===== src/rtl/sm_result_acc4.sv =====
// Block accumulator for 4-bit add/subtract results; presents each block total in sign-magnitude.
// Build option: define SM_RESULT_ACC4_SAT_EN to saturate the accumulator instead of wrapping.
module sm_result_acc4 #(
   parameter int ACC_W     = 8,
   parameter int BLOCK_LEN = 8
) (
   input  logic             clk,
   input  logic             rst_n,
   input  logic             in_valid,
   output logic             in_ready,
   input  logic             in_type,
   input  logic             in_carry,
   input  logic [3:0]       in_result,
   output logic             out_valid,
   input  logic             out_ready,
   output logic             out_neg,
   output logic [ACC_W-1:0] out_mag,
   output logic             out_ovf,
   output logic             out_err
);
   // state | meaning
   // ACC   | accepting words, summing into acc
   // HOLD  | block total presented, waiting for consumer handshake
   typedef enum logic {ST_ACC, ST_HOLD} state_t;

   localparam int CNT_W = (BLOCK_LEN > 1) ? $clog2(BLOCK_LEN) : 1;
   localparam logic [CNT_W-1:0] LAST = CNT_W'(BLOCK_LEN - 1);

   state_t           state;
   logic [ACC_W-1:0] acc;
   logic [CNT_W-1:0] count;
   logic             ovf_r;
   logic             err_r;

   logic [5:0]       v;
   logic             err_word;
   logic [ACC_W:0]   v_ext;
   logic [ACC_W:0]   sum_x;
   logic             ovf_now;
   logic [ACC_W-1:0] acc_nxt;
   logic [ACC_W-1:0] mag_nxt;
   logic             accept;

   assign in_ready  = (state == ST_ACC);
   assign out_valid = (state == ST_HOLD);
   assign accept    = in_valid && in_ready;

   always_comb begin
      v        = '0;
      err_word = 1'b0;
      if (in_type) begin
         v = {1'b0, in_carry, in_result};
      end else if (in_carry) begin
         v        = -{2'b00, in_result};
         err_word = (in_result == 4'd0);
      end else begin
         v = {2'b00, in_result};
      end
   end

   // One guard bit above the accumulator exposes the true sign of the sum.
   assign v_ext   = {{(ACC_W-5){v[5]}}, v};
   assign sum_x   = {acc[ACC_W-1], acc} + v_ext;
   assign ovf_now = sum_x[ACC_W] ^ sum_x[ACC_W-1];

`ifdef SM_RESULT_ACC4_SAT_EN
   always_comb begin
      acc_nxt = sum_x[ACC_W-1:0];
      if (ovf_now)
         acc_nxt = sum_x[ACC_W] ? {1'b1, {(ACC_W-1){1'b0}}} : {1'b0, {(ACC_W-1){1'b1}}};
   end
`else
   assign acc_nxt = sum_x[ACC_W-1:0];
`endif

   // Most-negative value negates to itself, which reads correctly as unsigned 2^(ACC_W-1).
   assign mag_nxt = acc_nxt[ACC_W-1] ? (~acc_nxt + ACC_W'(1)) : acc_nxt;

   always_ff @(posedge clk or negedge rst_n) begin
      if (!rst_n) begin
         state   <= ST_ACC;
         acc     <= '0;
         count   <= '0;
         ovf_r   <= 1'b0;
         err_r   <= 1'b0;
         out_neg <= 1'b0;
         out_mag <= '0;
         out_ovf <= 1'b0;
         out_err <= 1'b0;
      end else begin
         case (state)
            ST_ACC: begin
               if (accept) begin
                  acc   <= acc_nxt;
                  ovf_r <= ovf_r | ovf_now;
                  err_r <= err_r | err_word;
                  if (count == LAST) begin
                     out_neg <= acc_nxt[ACC_W-1];
                     out_mag <= mag_nxt;
                     out_ovf <= ovf_r | ovf_now;
                     out_err <= err_r | err_word;
                     state   <= ST_HOLD;
                  end else begin
                     count <= count + CNT_W'(1);
                  end
               end
            end
            ST_HOLD: begin
               if (out_ready) begin
                  acc   <= '0;
                  count <= '0;
                  ovf_r <= 1'b0;
                  err_r <= 1'b0;
                  state <= ST_ACC;
               end
            end
            default: state <= ST_ACC;
         endcase
      end
   end
endmodule


===== config.mk =====
export PLATFORM = sky130hd
export DESIGN_NAME = sm_result_acc4
export DESIGN_NICKNAME = d
export VERILOG_FILES = /design/src/rtl/sm_result_acc4.sv
export SDC_FILE = /design/constraint.sdc
export NUM_CORES = 1
export LEC_CHECK = 0
export ABC_AREA = 1
export CORE_UTILIZATION = 30
export DETAILED_ROUTE_END_ITERATION = 10
export MAX_ROUTING_LAYER = met4
export PLACE_DENSITY = 0.59
export SYNTH_ARGS = -nofsm -noshare
export SYNTH_HDL_FRONTEND = slang
export SYNTH_SLANG_ARGS = --single-unit

===== constraint.sdc =====
create_clock -name clk -period 1.9 [get_ports clk]
set_input_delay 0.57 -clock clk [delete_from_list [all_inputs] [get_ports clk]]
set_output_delay 0.57 -clock clk [all_outputs]
set_load 0.02 [all_outputs]

==> results of run 1 <==
==> layer usage <==
metal | up-vias | part of all wire (%)
li1 | 860 | -
met1 | 797 | 43
met4 | 0 | 0.16
met3 | 2 | 2.8
met5 | - | 0
met2 | 17 | 54
==> layout make-up <==
cell class                 instances  area, µm²
tap                               72       90.1
sequential                        25        626
fill                             517       2760
clock buffer                       4       45.0
multi-input combinational        171       1280
inverter                          35        166
timing repair buffer              58        534
==> cells in the mapped netlist <==
cell type  number  share of area (%)
clkinv_2        1               0.29
nor2_1         12                2.6
inv_2           3               0.65
o21ai_0        13                3.8
or2_2           1               0.36
nor2_2          1               0.36
a21oi_1         6                1.7
a22o_1          2                1.0
nand2_1        74                 16
inv_1          31                6.8
nand4_4         1                1.2
buf_2           2               0.58
ha_1           12                8.7
nor3_1          1               0.29
xor2_1          3                1.5
nand3b_1        1               0.44
nand2_4         1               0.65
dfrtp_1        25                 36
o21ai_1         2               0.58
o21ai_2         3                1.5
nand3_1        22                6.4
buf_6           1               0.65
a21oi_4         1               0.94
fa_1            1                1.2
o31ai_1         2               0.87
xnor2_1         1               0.51
nor2_4          1               0.65
nand2_2         9                3.3
==> state kept, by name (all words and copies together) (netlist names) <==
name,flops
out_valid,1
out_neg,1
out_err,1
out_mag,8
acc,8
ovf_r,1
count,3
out_ovf,1
err_r,1
==> critical path: stages <==
cell	delay, ns
buf_12	0.11
inv_12	0.04
ha_4	0.13
inv_4	0.04
nor3_4	0.17
inv_1	0.06
o21ai_1	0.11
inv_1	0.08
ha_4	0.23
nand2_2	0.07
nand2_2	0.07
a21oi_4	0.18
nand2_2	0.10
nand2_4	0.11
nand2_4	0.10
nand2_2	0.08
o21ai_2	0.05
nand2_1	0.05
nand2_1	0.05
==> stage by stage <==
step / cells / hold slack [ns] / setup WS [ns]
2_1_floorplan: 233 / 0.274 / -0.427
3_3_place_gp: 353 / 0.469 / -1.26
3_5_place_dp: 353 / 0.467 / -1.27
4_1_cts: 361 / 0.487 / -0.365
5_1_grt: 365 / 0.519 / -0.483
6_report: 365 / 0.482 / -0.345
==> logic make-up after synthesis <==
logic type	share of synthesized area (%)
adders and majority gates	9.88
and+or+nand+nor	32.4
DFF	36.3
xor gates and xnor gates	2.03
AOI/OAI and AO/OA	10.5
buffers and inverters	8.93
==> cell usage in the layout, fill, tap and decap left out, types with 2 or more instances in the layout <==
cell type / instances
a21oi_2: 2
buf_8: 2
nand3_4: 3
buf_2: 2
clkdlybuf4s50_1: 15
nand2_1: 60
o21ai_1: 5
nand3_1: 9
inv_2: 6
o21ai_2: 4
nor2_4: 2
ha_4: 7
inv_1: 22
buf_12: 2
a22o_1: 2
a21oi_4: 2
inv_4: 4
nand2_4: 7
nand3_2: 10
clkbuf_8: 3
nor2_1: 7
xor2_1: 3
nor2_2: 5
nand2_2: 17
buf_4: 29
dfrtp_1: 25
buf_6: 6
o21ai_0: 8
ha_1: 4
a21oi_1: 3
==> path summary, 6_finish.rpt <==
check | end | slack (ns) | cells after the start
setup / recovery | out_mag[1] | -0.35 | 19
setup reg to reg | out_mag[6] | -0.11 | 13
hold / removal | out_mag[7] | 0.48 | 2
min in group asynchronous | count[1] | 0.66 | 2
hold reg to reg | out_mag[7] | 0.48 | 2
max in group asynchronous | out_err | 0.99 | 2
==> power by group <==
part           internal [W]  switching (W)  total [W]
logic               0.00147        0.00178    0.00325
clock network      0.000150       0.000155   0.000305
registers          0.000753       0.000162   0.000915
==> repair_timing <==
item	4_1_cts	5_1_grt
gates resized for setup	57	39
endpoints found under the hold margin	0	0
gates cloned	1	0
setup buffers	3	4
endpoints found under the setup margin	18	16
pin swaps	18	28
==> run summary, run 1 <==
ant diodes = 0
skew final = 0.00229 ns
die height = 77.8 µm
CTS Buffer Depth = 2
outcome = finished with violations
fmax = 445 MHz
routing usage on met1 = 17.5%
Clock transition at path regs = 0.08 ns
Vias/cell = 4.59
nets = 317
Hold Violations, Final = 0
Max Cap Viol = 0
Final Cell Area = 2750 µm²
Max IR drop VDD = 0.685 mV
share of post-route cells with drive strength above 1 = 42.3%
I/O pins = 23
met2 GRT Util = 27.8%
minimum clock period = 2.25 ns
DR vias = 1676
final max-slew violation count = 0
vias in the first global route = 1639
Worst Setup Slack, final = -0.345 ns
dpl hpwl = 3140 µm
initial cell density of the core = 31.3%
largest net degree at the start of global routing = 26
routability cong. = 0.794
Setup Viol. Count Final = 14
Syn Std Cell Area = 1720 µm²
total clock buffers created by CTS = 3
synth unique cells = 28
LEAKAGE = 1.30 nW
crit path DAT = 2.40 ns
Synth Instances = 233
met3 Use GR = 2.71%
DRC violations left = 0
drt pass-1 iters = 4
HP Start = out_mag[7]
pwr dens = 1630 nW/µm²
syn_area_per_cell = 7.39 µm²
Worst-Skew Late Latency = 0.26 ns
Power Total = 0.00447 W
Ys Warns = 0
Worst setup EP type = flip-flop
sequential cell area fraction in the yosys report = 36.3%
hold_buf cts = 0
CTS H-Tree Depth = 1
Final ANT Viol Nets = 0
RR Startpoint = acc[0]
Post-Route WL = 4300 µm
area growth from synthesis to layout = 59.4%
Core Region = 5510 µm²
#FFs+latches synth = 25
drt initial violations = 74
CTS tree = built
Avg WL per Cell = 11.8 µm
Root Driver = clkbuf_8
die width = 77.8 µm
crit share post-route = 118%
Worst-Margin Slew = 0.445 ns
standard-cell row count = 27
number of antenna violations at the first check in global routing = 0
unrepaired setup endpoints after global routing = true
GR Overflow Total = 0
Syn Nets = 256
total track usage = 15.1%
Hold Crit Class = flip-flop to flip-flop
max_slew headroom = 70.3%
Setup crit start = in_result[1]
Post-DP Area = 2380 µm²
port buffer count = 22
CP Data Required Time = 2.06 ns
GRT busiest layer = met2
Setup Crit Path Kind = input pin to flip-flop
Die ar. = 6050 µm²
first-pass GRT wire length = 7100 µm
setup_tns = -4.00 ns
failing checks = setup timing
clk sinks = 25
Post-Route Utilization = 49.9%
crit-path max FO = 6
startpoint types = input pin
Power figures use the tool's default switching activity.
==> inputs of run 2 (changes only) <==
Settings changed: SETUP_SLACK_MARGIN from default to 0.5.
==> run summary, run 2 (synthesis gave the netlist of run 1 again) <==
outcome = finished with violations
failing checks = setup timing
reg2reg setup slack = -0.11 ns (about the same)
CTS tree = built
share of post-route cells with drive strength above 1 = 54.6% (+12 points)
dpl ws = -1.28 ns (-0.0127 ns)
routing usage on met1 = 21.2% (+3.7 points)
die height = 77.8 µm (unchanged)
die width = 77.8 µm (unchanged)
total track usage = 17.3% (+2.2 points)
Post-Route WL = 4710 µm (+9.4%)
LEAKAGE = 1.47 nW (+12%)
Core Region = 5510 µm² (unchanged)
DRC violations left = 0 (unchanged)
fmax = 444 MHz (-0.36%)
standard-cell row count = 27 (unchanged)
Vias/cell = 4.65 (+1.2%)
initial cell density of the core = 31.3% (unchanged)
clk sinks = 25 (unchanged)
Worst setup EP type = flip-flop
Setup Viol. Count Final = 14 (unchanged)
Multi-input gate area = 1330 µm² (+3.6%)
met3 Use GR = 3.29% (+0.59 points)
Reg2Reg Capture Point = out_mag[5]
max_slew headroom = 78.6% (+8.3 points)
Max Cap Viol = 0 (unchanged)
HP Start = out_mag[7]
crit share post-route = 119% (+0.43 points)
commonest non-fill, non-tap cell in the layout = nand2_1
crit-path max FO = 7 (+1)
Worst-Skew Late Latency = 0.27 ns (about the same)
drt pass-1 iters = 4 (unchanged)
total clock buffers created by CTS = 3 (unchanged)
skew final = 0.00208 ns (-0.000214 ns)
hold_buf cts = 0 (unchanged)
GR Overflow Total = 0 (unchanged)
post-route non-filler standard cell count = 389 (+6.6%)
port buffer count = 22 (unchanged)
unrepaired setup endpoints after global routing = true
final max-slew violation count = 0 (unchanged)
startpoint types = input pin
Avg WL per Cell = 12.1 µm (+2.7%)
number of antenna violations at the first check in global routing = 0 (unchanged)
Hold Crit Class = flip-flop to flip-flop
nets = 341 (+7.6%)
Placed Cells = 358 (+1.4%)
CP Data Required Time = 2.07 ns (about the same)
Hold Violations, Final = 0 (unchanged)
first-pass GRT wire length = 8110 µm (+14%)
RR Startpoint = acc[0]
drt initial violations = 50 (-32%)
Max IR drop VDD = 0.665 mV (-3.0%)
Die ar. = 6050 µm² (unchanged)
CTS H-Tree Depth = 1 (unchanged)
R2R cell count = 11 (-2)
Worst Setup Slack, final = -0.353 ns (-0.00808 ns)
crit path DAT = 2.42 ns (+0.02 ns)
Root Driver = clkbuf_8
GRT busiest layer = met2
Power Total = 0.00489 W (+9.4%)
met2 GRT Util = 29.9% (+2.1 points)
DR vias = 1807 (+7.8%)
pwr dens = 1620 nW/µm² (-0.21%)
routability cong. = 0.801 (+0.86%)
Clock transition at path regs = 0.08 ns (about the same)
I/O pins = 23 (unchanged)
Worst-Margin Slew = 0.321 ns (-0.124 ns)
biggest regs = acc x8, out_mag x8, count x3
largest net degree at the start of global routing = 26 (unchanged)
area growth from synthesis to layout = 74.7%
Final ANT Viol Nets = 0 (unchanged)
Setup Crit Path Kind = input pin to flip-flop
CTS Buffer Depth = 2 (unchanged)
dpl hpwl = 3090 µm (-1.8%)
Hold EP = out_mag[7]
minimum clock period = 2.25 ns (+0.00808 ns)
most frequent cells in the layout = nand2_1, buf_4, dfrtp_1, buf_6, nand2_2
worst hold path depth = 2 (unchanged)
sequential cell area = 626 µm² (unchanged)
vias in the first global route = 1807 (+10%)
ant diodes = 0 (unchanged)
Filler cells = 499 (-3.5%)
-- run 2: how the worst max path moves through the flow --
| stage | startpoint | to | slack [ns] |
|---|---|---|---|
| after floorplan | in_carry | out_mag[6] | -0.43 |
| after global placement | in_result[1] | out_mag[7] | -1.26 |
| after detailed placement | in_result[1] | out_mag[7] | -1.28 |
| after CTS | in_result[0] | out_mag[1] | -0.41 |
| after global routing | in_result[1] | out_mag[7] | -0.54 |
| final | in_result[1] | out_mag[1] | -0.35 |
-- run 2: repair_timing --
action | CTS | global route
gates resized for setup | 148 | 53
endpoints found under the setup margin | 38 | 36
hold endpoints to repair | 0 | 0
buffers inserted | 15 | 11
pin swaps | 34 | 28
cloned | 1 | 0
-- run 2: stage by stage --
step	utilization, %	instance area [µm²]	TNS, ns	hold WS (ns)
detailed placement	43.9	2420	-18.91	0.463
finish	54.7	3010	-4.10	0.497
CTS	50.0	2750	-4.55	0.479
global placement	43.9	2420	-18.70	0.463
floorplan	-	1870	-3.38	0.274
global route	54.7	3010	-6.18	0.510
-- run 2: critical path, cell delays in order --
cell	delay, ns
buf_12	0.11
inv_12	0.04
ha_4	0.12
inv_4	0.04
nor3_4	0.16
inv_1	0.05
o21ai_1	0.12
inv_1	0.08
ha_4	0.24
nand2_2	0.06
nand2_2	0.06
a21oi_4	0.19
nand2_2	0.09
nand2_4	0.14
nand2_8	0.09
nand2_2	0.07
o21ai_2	0.05
nand2_1	0.07
nand2_1	0.05
-- run 2: power by group --
group	switching [W]	internal [W]	total [W]
Clock	0.000166	0.000150	0.000316
Sequential	0.000191	0.000754	0.000945
Combinational	0.00187	0.00176	0.00363
-- run 2: cell type report --
class                           count  area share, %
Inverter                           35           5.65
Sequential cell                    25           20.8
Clock buffer                        4           1.50
Timing Repair Buffer               82           24.9
Tap cell                           72           2.99
Multi-Input combinational cell    171           44.2
-- run 2: metal layers --
metal  share of wire [%]  up-vias
met1                  45      857
met5                   0        -
li1                    -      915
met4                 1.4        0
met3                 2.3       10
met2                  52       25
